[src/rtl/peg_l2_pkg.sv]
// Shared definitions for the L2 MAC TX path: framer states, preamble/SFD bytes
// and the reflected CRC-32 constants.
package peg_l2_pkg;

    typedef enum logic [2:0] {
        ST_IDLE,
        ST_PRE,
        ST_SFD,
        ST_DATA,
        ST_PAD,
        ST_FCS
    } tx_state_t;

    localparam logic [7:0]  PREAMBLE_BYTE = 8'h55;
    localparam logic [7:0]  SFD_BYTE      = 8'hD5;
    localparam int          PREAMBLE_LEN  = 7;

    localparam logic [31:0] CRC_POLY      = 32'hEDB88320;
    localparam logic [31:0] CRC_INIT      = 32'hFFFFFFFF;
    // Register value left after running the CRC over a frame plus its own FCS.
    localparam logic [31:0] CRC_RESIDUE   = 32'hDEBB20E3;

    localparam logic [10:0] CNT_MAX       = 11'd2047;

endpackage

[src/rtl/peg_l2_crc32_byte.sv]
// Combinational next-state of the reflected CRC-32 register for one input byte,
// processed LSB first.
module peg_l2_crc32_byte
    import peg_l2_pkg::*;
(
    input  logic [7:0]  i_data,
    input  logic [31:0] i_crc,
    output logic [31:0] o_crc
);

    logic [31:0] w_crc;

    always_comb begin
        w_crc = i_crc;
        for (int i = 0; i < 8; i++) begin
            if (w_crc[0] ^ i_data[i])
                w_crc = (w_crc >> 1) ^ CRC_POLY;
            else
                w_crc = w_crc >> 1;
        end
    end

    assign o_crc = w_crc;

endmodule

[src/rtl/peg_l2_mac_tx_framer.sv]
// Ethernet TX framer: prepends preamble/SFD, passes DA..payload through, optionally
// pads to MIN_FRAME_LEN (macro PEG_L2_MAC_TX_PAD_EN) and appends the CRC-32 FCS.
module peg_l2_mac_tx_framer
    import peg_l2_pkg::*;
#(
    parameter int PKT_DATA_W    = 8,
    parameter int PKT_SIZE_W    = 16,
    parameter int MIN_FRAME_LEN = 60
) (
    input  logic                  clk,
    input  logic                  rst,
    input  logic                  in_valid,
    input  logic                  in_sop,
    input  logic                  in_eop,
    input  logic                  in_error,
    input  logic [PKT_DATA_W-1:0] in_data,
    output logic                  in_ready,
    output logic                  out_valid,
    output logic                  out_sop,
    output logic                  out_eop,
    output logic                  out_error,
    output logic [PKT_DATA_W-1:0] out_data,
    output logic [PKT_SIZE_W-1:0] out_size,
    input  logic                  out_ready
);

    if (MIN_FRAME_LEN < 1 || MIN_FRAME_LEN > 2047) begin : g_min_len_check
        $error("MIN_FRAME_LEN must fit the 11-bit byte counter");
    end

    tx_state_t   r_state;
    logic [2:0]  r_idx;
    logic [10:0] r_cnt;
    logic [31:0] r_crc;
    logic        r_err;

    logic        w_in_xfer;
    logic [7:0]  w_crc_byte;
    logic [31:0] w_crc_next;
    logic [10:0] w_cnt_inc;
    logic [31:0] w_fcs;
    logic [7:0]  w_fcs_byte;

    assign w_in_xfer  = in_valid & in_ready;
    // Pad bytes are zero, so only DATA feeds real input into the CRC.
    assign w_crc_byte = (r_state == ST_DATA) ? in_data[7:0] : 8'h00;
    assign w_cnt_inc  = (r_cnt == CNT_MAX) ? r_cnt : r_cnt + 11'd1;
    assign w_fcs      = ~r_crc;
    assign w_fcs_byte = w_fcs[{r_idx[1:0], 3'b000} +: 8];

`ifdef PEG_L2_MAC_TX_PAD_EN
    logic [10:0] w_min_len;
    assign w_min_len = 11'(MIN_FRAME_LEN);
`endif

    peg_l2_crc32_byte u_crc (
        .i_data (w_crc_byte),
        .i_crc  (r_crc),
        .o_crc  (w_crc_next)
    );

    always_ff @(posedge clk or posedge rst) begin
        if (rst) begin
            r_state <= ST_IDLE;
            r_idx   <= '0;
            r_cnt   <= '0;
            r_crc   <= CRC_INIT;
            r_err   <= 1'b0;
        end else begin
            case (r_state)
                ST_IDLE: begin
                    r_idx <= '0;
                    r_cnt <= '0;
                    r_crc <= CRC_INIT;
                    r_err <= 1'b0;
                    if (in_valid && in_sop)
                        r_state <= ST_PRE;
                end
                ST_PRE: if (out_ready) begin
                    if (r_idx == 3'(PREAMBLE_LEN - 1)) begin
                        r_idx   <= '0;
                        r_state <= ST_SFD;
                    end else begin
                        r_idx <= r_idx + 3'd1;
                    end
                end
                ST_SFD: if (out_ready) r_state <= ST_DATA;
                ST_DATA: if (w_in_xfer) begin
                    r_crc <= w_crc_next;
                    r_cnt <= w_cnt_inc;
                    // The first DATA word is the SOP that opened the frame; any later SOP is a framing error.
                    if (in_error || (in_sop && r_cnt != 11'd0))
                        r_err <= 1'b1;
                    if (in_eop) begin
`ifdef PEG_L2_MAC_TX_PAD_EN
                        r_state <= (w_cnt_inc < w_min_len) ? ST_PAD : ST_FCS;
`else
                        r_state <= ST_FCS;
`endif
                    end
                end
`ifdef PEG_L2_MAC_TX_PAD_EN
                ST_PAD: if (out_ready) begin
                    r_crc <= w_crc_next;
                    r_cnt <= w_cnt_inc;
                    if (w_cnt_inc >= w_min_len)
                        r_state <= ST_FCS;
                end
`endif
                ST_FCS: if (out_ready) begin
                    if (r_idx == 3'd3) begin
                        r_idx   <= '0;
                        r_state <= ST_IDLE;
                    end else begin
                        r_idx <= r_idx + 3'd1;
                    end
                end
                default: r_state <= ST_IDLE;
            endcase
        end
    end

    always_comb begin
        out_valid = 1'b0;
        out_sop   = 1'b0;
        out_eop   = 1'b0;
        out_error = 1'b0;
        out_data  = '0;
        in_ready  = 1'b0;
        case (r_state)
            ST_IDLE: in_ready = ~in_sop;
            ST_PRE: begin
                out_valid = 1'b1;
                out_sop   = (r_idx == 3'd0);
                out_data  = PKT_DATA_W'(PREAMBLE_BYTE);
            end
            ST_SFD: begin
                out_valid = 1'b1;
                out_data  = PKT_DATA_W'(SFD_BYTE);
            end
            ST_DATA: begin
                out_valid = in_valid;
                out_data  = in_data;
                in_ready  = out_ready;
            end
`ifdef PEG_L2_MAC_TX_PAD_EN
            ST_PAD: out_valid = 1'b1;
`endif
            ST_FCS: begin
                out_valid = 1'b1;
                out_data  = PKT_DATA_W'(w_fcs_byte);
                out_eop   = (r_idx == 3'd3);
                out_error = (r_idx == 3'd3) & r_err;
            end
            default: ;
        endcase
    end

    assign out_size = out_valid ? PKT_SIZE_W'(PKT_DATA_W) : '0;

endmodule

[config.mk]
export PLATFORM = sky130hd
export DESIGN_NAME = peg_l2_mac_tx_framer
export DESIGN_NICKNAME = d
export VERILOG_FILES = /design/src/rtl/peg_l2_pkg.sv /design/src/rtl/peg_l2_crc32_byte.sv /design/src/rtl/peg_l2_mac_tx_framer.sv
export SDC_FILE = /design/constraint.sdc
export NUM_CORES = 1
export LEC_CHECK = 0
export ABC_AREA = 1
export CAP_MARGIN = 10
export CORE_MARGIN = 2
export CORE_UTILIZATION = 53
export CTS_CLUSTER_DIAMETER = 120
export DETAILED_ROUTE_END_ITERATION = 10
export HOLD_SLACK_MARGIN = 0.12
export PLACE_DENSITY = 0.77
export SYNTH_ARGS = -nofsm -noshare
export SYNTH_HDL_FRONTEND = slang
export SYNTH_HIERARCHICAL = 1
export SYNTH_SLANG_ARGS = --single-unit
[constraint.sdc]
create_clock -name clk -period 2.1 [get_ports clk]
set_input_delay 0.21 -clock clk [delete_from_list [all_inputs] [get_ports clk]]
set_output_delay 0.21 -clock clk [all_outputs]
set_load 0.02 [all_outputs]
# Yosys cells after proc, flatten, opt, wreduce, memory -nomap -nowiden
# Index checks and enable logic that the tools add are counted.
dict set report classes {
  add_sub_neg 2
  n_eq_ne 17
  n_shift 1
  muxes 38
  bitwise_logic 20
  reduce_logical 14
}
# op n
set ops {}
lappend ops {{$mux W32} 9}
lappend ops {{$not A13 Y14} 8}
lappend ops {{$pmux W32 S2} 1}
lappend ops {{$mux W3} 12}
lappend ops {{$not A32 Y32} 1}
lappend ops {{$pmux W8 S4} 1}
lappend ops {{$shiftx A32 B6 Y8} 1}
lappend ops {{$mux W11} 2}
lappend ops {{$pmux W11 S2} 1}
lappend ops {{$ne A2 B2 Y1 const B} 9}
lappend ops {{$pmux W3 S5} 1}
lappend ops {{$add A11 B1 Y11 const B} 1}
lappend ops {{$eq A11 B11 Y1 const B} 1}
lappend ops {{$reduce_bool A11 Y1} 1}
lappend ops {{$eq A3 B2 Y1 const B} 3}
lappend ops {{$pmux W3 S3} 1}
lappend ops {{$reduce_and A3 Y1} 3}
lappend ops {{$mux W8} 1}
lappend ops {{$reduce_and A8 Y1} 1}
lappend ops {{$xor A1 B1 Y1} 8}
lappend ops {{$eq A3 B3 Y1 const B} 2}
lappend ops {{$logic_not A3 Y1} 2}
lappend ops {{$pmux W1 S2} 3}
lappend ops {{$mux W1} 5}
lappend ops {{other kinds (12)} 14}
dict set report word_totals {
  regBits 50
  in_bits 15
  output_inout_bits 29
  wordCells 97
}

# Longest topological paths before layout
dict set report logic_depth {
  ltp_word 20
  ltp_mapped 19
  depth_no_buf 18
}

# Hierarchy
# The synthesis kept the hierarchy.
# mod n_inst cells_per_inst area_each_um2 seq_area_each_um2
set modules_own_cells {}
lappend modules_own_cells {peg_l2_mac_tx_framer 1 421 3191.8 1291.2}
lappend modules_own_cells {peg_l2_crc32_byte 1 229 1327.5 0.0}

# Worst setup path after synthesis
# No wires, ideal clock.
dict set report synth_timing {
  kind {register to register}
  startpoint {register r_state[2]}
  endpoint {register r_crc[20]}
  setup_time_ns 0.079
  arrival_time_ns 2.096
  t_required_ns 2.021
  path_slack_ns -0.075
  stages_incl_launch_ff 18
  n_path_buf 1
  synth_period_minus_slack_ns 2.175
  cell_sequence {dfrtp_1 inv_2 nand2_2 nor2_4 inv_2 buf_2 nor2_1 nand2_1 nand2_4 nand2_2 nand2_2 nand2_1 nand2_2 nand2_1 nand3_1 nand2_1 nor2_1 a21oi_2}
}
dict set report synth_via {
  word_cells_on_any_way 29
  cone_classes {2 x eq/ne; 12 x mux; 12 x bitwise; 3 x reduce/logical}
}
# element line_no
set synth_lines {}
lappend synth_lines {{start: declaration} peg_l2_mac_tx_framer.sv:31} ;# tx_state_t r_state;
lappend synth_lines {{start signal: assignment} peg_l2_mac_tx_framer.sv:64} ;# r_state <= ST_IDLE;
lappend synth_lines {{start signal: assignment} peg_l2_mac_tx_framer.sv:77} ;# r_state <= ST_PRE;
lappend synth_lines {{start signal: assignment} peg_l2_mac_tx_framer.sv:82} ;# r_state <= ST_SFD;
lappend synth_lines {{$eq A3 B2 Y1 *} peg_l2_mac_tx_framer.sv:46} ;# assign w_crc_byte = (r_state == ST_DATA) ? in_data[7:0] : 8'h00;
lappend synth_lines {{$mux W8 *} peg_l2_mac_tx_framer.sv:46}
lappend synth_lines {{via w_crc_byte[1]} peg_l2_mac_tx_framer.sv:38} ;# logic [7:0] w_crc_byte;
lappend synth_lines {{$xor A1 B1 Y1 *} peg_l2_crc32_byte.sv:16} ;# if (w_crc[0] ^ i_data[i])
lappend synth_lines {{$mux W32 * (2 in series)} peg_l2_crc32_byte.sv:16}
lappend synth_lines {{$not A13 Y14 (no source line)} n/a}
lappend synth_lines {{$mux W32 *} peg_l2_crc32_byte.sv:16}
lappend synth_lines {{$not A13 Y14 (no source line)} n/a}
lappend synth_lines {{$mux W32 * (2 in series)} peg_l2_crc32_byte.sv:16}
lappend synth_lines {{$not A13 Y14 (no source line)} n/a}
lappend synth_lines {{$mux W32 *} peg_l2_crc32_byte.sv:16}
lappend synth_lines {{$not A13 Y14 (no source line)} n/a}
lappend synth_lines {{$mux W32 *} peg_l2_crc32_byte.sv:16}
lappend synth_lines {{via w_crc_next[20]} peg_l2_mac_tx_framer.sv:39} ;# logic [31:0] w_crc_next;
lappend synth_lines {{$mux W32 *} peg_l2_mac_tx_framer.sv:88} ;# ST_DATA: if (w_in_xfer) begin
lappend synth_lines {{$pmux W32 S2 *} peg_l2_mac_tx_framer.sv:70} ;# case (r_state)
lappend synth_lines {{end signal: assignment} peg_l2_mac_tx_framer.sv:89} ;# r_crc <= w_crc_next;
lappend synth_lines {{end: declaration} peg_l2_mac_tx_framer.sv:34} ;# logic [31:0] r_crc;
# The timed path passes the listed nets; every way through them passes the cells marked *. The select of a mux whose other input is x is not followed.
# A chain may end at the register's enable or synchronous reset.

# Worst setup path in the final report
dict set report layout_timing {
  startpoint {register r_state[2]}
  endpoint {register r_crc[27]}
}
dict set report layout_via {
  word_cells_on_any_way 25
  cone_classes {2 x eq/ne; 11 x mux; 9 x bitwise; 3 x reduce/logical}
}
# element line_no
set layout_lines {}
lappend layout_lines {{$eq A3 B2 Y1 *} peg_l2_mac_tx_framer.sv:46}
lappend layout_lines {{$mux W8 *} peg_l2_mac_tx_framer.sv:46}
lappend layout_lines {{via w_crc_byte[4]} peg_l2_mac_tx_framer.sv:38}
lappend layout_lines {{$xor A1 B1 Y1 *} peg_l2_crc32_byte.sv:16}
lappend layout_lines {{$mux W32 *} peg_l2_crc32_byte.sv:16}
lappend layout_lines {{$not A13 Y14 (no source line)} n/a}
lappend layout_lines {{$mux W32 * (2 in series)} peg_l2_crc32_byte.sv:16}
lappend layout_lines {{$not A13 Y14 (no source line)} n/a}
lappend layout_lines {{$mux W32 *} peg_l2_crc32_byte.sv:16}
lappend layout_lines {{via w_crc_next[27]} peg_l2_mac_tx_framer.sv:39}
lappend layout_lines {{$mux W32 *} peg_l2_mac_tx_framer.sv:88}
lappend layout_lines {{$pmux W32 S2 *} peg_l2_mac_tx_framer.sv:70}
# Marks and branches as above.

==> results.md <==
Outcome:
- The run finished, with violations left.
- The checks that failed: negative setup slack.

GRT:
- The number of global-route vias before repair is 3866.
- The global routing usage on met1 is 0.361.
- The first global-routing pass estimated approximately 19000 microns of wire.
- The met3 global-route usage is 0.0290.
- The layer flagged by global routing as most heavily used is met2.
- In the global route stage, overall resource usage came out at 0.256.
- Global routing finished with a remaining overflow of 0.
- The pin count of the biggest net entering global routing is 67.
- The number of antenna violations at the first check in global routing is 0.
- The met2 usage in global routing is 0.428.

STA:
- The total count of hold-check failures in the final report was 0.
- For the final database, setup skew stands at 0.0135 ns.
- Setup repair after global routing could not meet its margin everywhere.
- The final critical-path setup slack is -0.0206 ns.
- The count of pins over their slew limit is 0.
- Counting I/O delays and the setup requirement, the final critical path takes 2.12 ns.
- The share of the clock period used by the worst path is 1.01.
- Derived from the worst setup path, the maximum achievable clock frequency is 472 MHz.
- The total negative slack for setup checks is -0.0206 ns.
- Setup violations remaining at the end of the flow were counted as 1.
- On the final layout, the worst hold slack is roughly 0.25 ns.

Clock tree:
- The clock passes through at most 2 buffers.
- The post-CTS clock slew at the launch and capture registers of the worst setup and hold paths is approximately 0.10 ns.
- The quantity of hold-fixing buffers added after cts is 0.
- The clock insertion delay at the later pin of the skew report is 0.31 ns.
- The clock tree from TritonCTS is yes.
- The number of buffers created by CTS is 5.
- The tree built by TritonCTS fans out to 50 sinks.
- The H-tree depth is 2.
- The root buffer cell chosen for the clock tree is sky130_fd_sc_hd__clkbuf_8.

Worst setup path:
- The worst path required time is 2.33 ns.
- The category of the critical setup timing path is reg -> reg.
- The worst register-to-register path begins at r_state[2]$_DFFE_PP0P_.
- In this design, the stage delay of the slowest critical-path cell is 0.40 ns.
- Among the stages of the critical path, the cell type that occurs most often is sky130_fd_sc_hd__nand2_2.
- The slowest cell on the critical path is sky130_fd_sc_hd__dfrtp_1.
- Traced cell by cell, the critical path runs through inv_2 -> nand2_4 -> nor2_4 -> buf_6 -> nand2_4 -> inv_4 -> nand2_2 -> nand2_8 -> inv_8 -> nand2_2 -> nand2_1 -> nand2_2 -> nand2_2 -> xor2_1 -> o21ai_1 -> o21ai_1.
- Data on the critical path arrives at its endpoint at 2.35 ns.
- The capture point of the worst reg-to-reg path is r_crc[27]$_DFFE_PP1P_.
- The slack of the worst reg-to-reg path is -0.02 ns.
- Counting buffers and inverters, the worst setup path is 16 cells deep.
- The depth of the most critical reg-to-reg path is 16.
- Together, buffers and inverters on the worst path number 4.
- The worst setup path is launched from a flop.
- The sort of element at the end of the critical path is a flop.
- Of all nets on the critical path, the largest fanout is 6.
- The family with the most delay on the worst path is simple AND/OR/NAND/NOR gates.

Finish:
- Compared with the post-synthesis result, the final layout area differs by 23.5%.
- The repair_antennas step left the layout with diodes totalling 0.
- The net count reported at finish is approximately 730.
- In the final layout, the share of cells above drive strength 1 is 0.337.
- After the flow finishes, the layout carries non-filler instances totaling 815.

Worst hold path:
- The path class of the lowest-slack min-delay path is in -> async.

Yosys:
- The synthesized netlist contains 35 unique library cells.
- The total number of yosys warnings is 6.
- The synthesized design contains 50 register bits.
- The post-synthesis sequential area ratio is 0.286.
- The instance count of the mapped netlist is 650.
- The synthesized netlist occupies a cell area of 4520 sq um.
- The synthesized area per cell is 6.95 sq um.

Floorplanning:
- The area enclosed by the die boundary is slightly above 9000 sq um.
- During I/O placement, the number of pins put on the boundary was 44.
- Measured along the y axis, the die boundary spans between 90 and 100 microns.
- The initial utilization of the core area, before any placement, comes to 0.547.
- The die outline width is slightly below 100 microns.
- The floorplan has 33 rows.
- The area of the core is about 8300 sq um.

Placement:
- Prior to clock tree synthesis, the placed netlist has a worst setup slack of -0.115 ns.
- The HPWL after detailed placement is approximately 8100 microns.
- The congestion estimate from routability-driven global placement came to 0.928.
- Port buffering added 28 buffers.
- In this run, placement finished with an instance count of 792.

Route:
- The total wire length after detailed routing is 11800 microns.
- Dividing the detail-routed wire length by the instance count gives 14.5 microns.
- The routed layout has 4264 vias.
- The number of design rule violations left after detail routing is 0.
- After the first detailed-routing iteration, the DRC count stood at 278.
- The remaining antenna violation count after routing is 0.
- In the routed layout, each cell is associated on average with a via count of 5.23.
- The first TritonRoute pass finished after 5 iterations.

Job:
- The tool flagged a number of max-cap violations equal to 0.
sequential cells by signal, indices dropped and copies added (netlist names):
register  flops
r_err         1
r_idx         3
r_cnt        11
r_state       3
r_crc        32
how the worst max path moves through the flow:
| stage | start | to | slack [ns] |
|---|---|---|---|
| after floorplan | r_state[2]$_DFFE_PP0P_ | r_crc[21]$_DFFE_PP1P_ | -0.03 |
| after global placement | r_state[2]$_DFFE_PP0P_ | r_crc[27]$_DFFE_PP1P_ | -0.11 |
| after detailed placement | r_state[2]$_DFFE_PP0P_ | r_crc[27]$_DFFE_PP1P_ | -0.11 |
| after CTS | r_state[2]$_DFFE_PP0P_ | r_crc[19]$_DFFE_PP1P_ | -0.00006 |
| after global routing | r_state[2]$_DFFE_PP0P_ | r_crc[19]$_DFFE_PP1P_ | -0.13 |
| final | r_state[2]$_DFFE_PP0P_ | r_crc[27]$_DFFE_PP1P_ | -0.02 |
per-layer routing:
layer | vias to the layer above | part of all wire
met2 | 100 | 0.48
li1 | 2119 | -
met5 | - | 0
met1 | 2038 | 0.47
met4 | 0 | 0.0066
met3 | 7 | 0.036
area by class of cell:
class                   instances  area, sq um
multi-input cells             497         3080
flip-flops and latches         50         1290
well taps                     105          131
clock buffers                   6         72.6
repair buffers                 73          666
clock inverters                 2         13.8
inverters                      82          323
fillers                       694         2680
Yosys cell counts, drive strengths merged:
cell type,n,area (sq um)
xor2,40,358
nor2,63,272
conb,1,3.75
dfrtp,18,450
a21oi,22,170
clkbuf,6,22.5
buf,29,225
ha,7,87.6
nand3,44,220
xnor2,12,158
a21o,1,7.51
a31o,3,26.3
nand4,5,31.3
o21ai,51,259
nand2,222,990
o211ai,11,82.6
nand3b,1,7.51
inv,82,308
dfstp,32,841
cells in the final DEF (no fill, tap or decap), types with 5 or more instances in the layout:
cell type / synthesis / final
sky130_fd_sc_hd__ha_1: 7 / 7
sky130_fd_sc_hd__dfrtp_1: 18 / 18
sky130_fd_sc_hd__o21ai_0: 38 / 31
sky130_fd_sc_hd__inv_2: 11 / 18
sky130_fd_sc_hd__nor2_2: 11 / 15
sky130_fd_sc_hd__xor2_1: 39 / 35
sky130_fd_sc_hd__xnor2_1: 8 / 5
sky130_fd_sc_hd__buf_12: 0 / 5
sky130_fd_sc_hd__a21oi_1: 6 / 6
sky130_fd_sc_hd__dfstp_2: 32 / 32
sky130_fd_sc_hd__nand4_1: 5 / 5
sky130_fd_sc_hd__inv_1: 71 / 60
sky130_fd_sc_hd__clkbuf_8: 0 / 5
sky130_fd_sc_hd__a21oi_2: 16 / 16
sky130_fd_sc_hd__conb_1: 1 / 15
sky130_fd_sc_hd__nor2_1: 51 / 44
sky130_fd_sc_hd__o211ai_1: 11 / 11
sky130_fd_sc_hd__nand2_1: 183 / 150
sky130_fd_sc_hd__clkbuf_2: 0 / 7
sky130_fd_sc_hd__nand2_2: 29 / 40
sky130_fd_sc_hd__buf_6: 5 / 5
sky130_fd_sc_hd__nand2_8: 1 / 6
sky130_fd_sc_hd__buf_4: 16 / 35
sky130_fd_sc_hd__clkdlybuf4s50_1: 0 / 14
sky130_fd_sc_hd__nand2_4: 9 / 26
sky130_fd_sc_hd__nand3_1: 44 / 42
sky130_fd_sc_hd__o21ai_1: 12 / 18
metrics by stage:
step / utilization / cell area [sq um]
3_3_place_gp: 0.609 / 5030
3_5_place_dp: 0.609 / 5030
2_1_floorplan: - / 4570
5_1_grt: 0.676 / 5580
4_1_cts: 0.623 / 5150
6_report: 0.676 / 5580
what timing repair did:
item	in CTS	in global routing
setup buffers	3	12
setup endpoints to repair	24	36
gates cloned	0	0
gates resized for setup	21	119
pin swaps	3	45
cell families (layout without fill, tap and decap cells):
kind of cell               after synthesis  count (layout)  synth area share
adders and majority gates                7               7            0.0194
other                                    1              15          0.000830
xor gates and xnor gates                52              52             0.114
AOI/OAI and AO/OA                       88              88             0.121
DFF                                     50              50             0.286
and+or+nand+nor                        335             335             0.336
buffers and inverters                  117             163             0.123
worst min-delay path, stage by stage:
cell	delay, ns
sky130_fd_sc_hd__clkdlybuf4s50_1	0.41
sky130_fd_sc_hd__inv_2	0.07
sky130_fd_sc_hd__buf_12	0.27
Power is left out: the tool's default activity adds up to more than one toggle a clock period on the data nets, which glitch-free logic cannot reach.
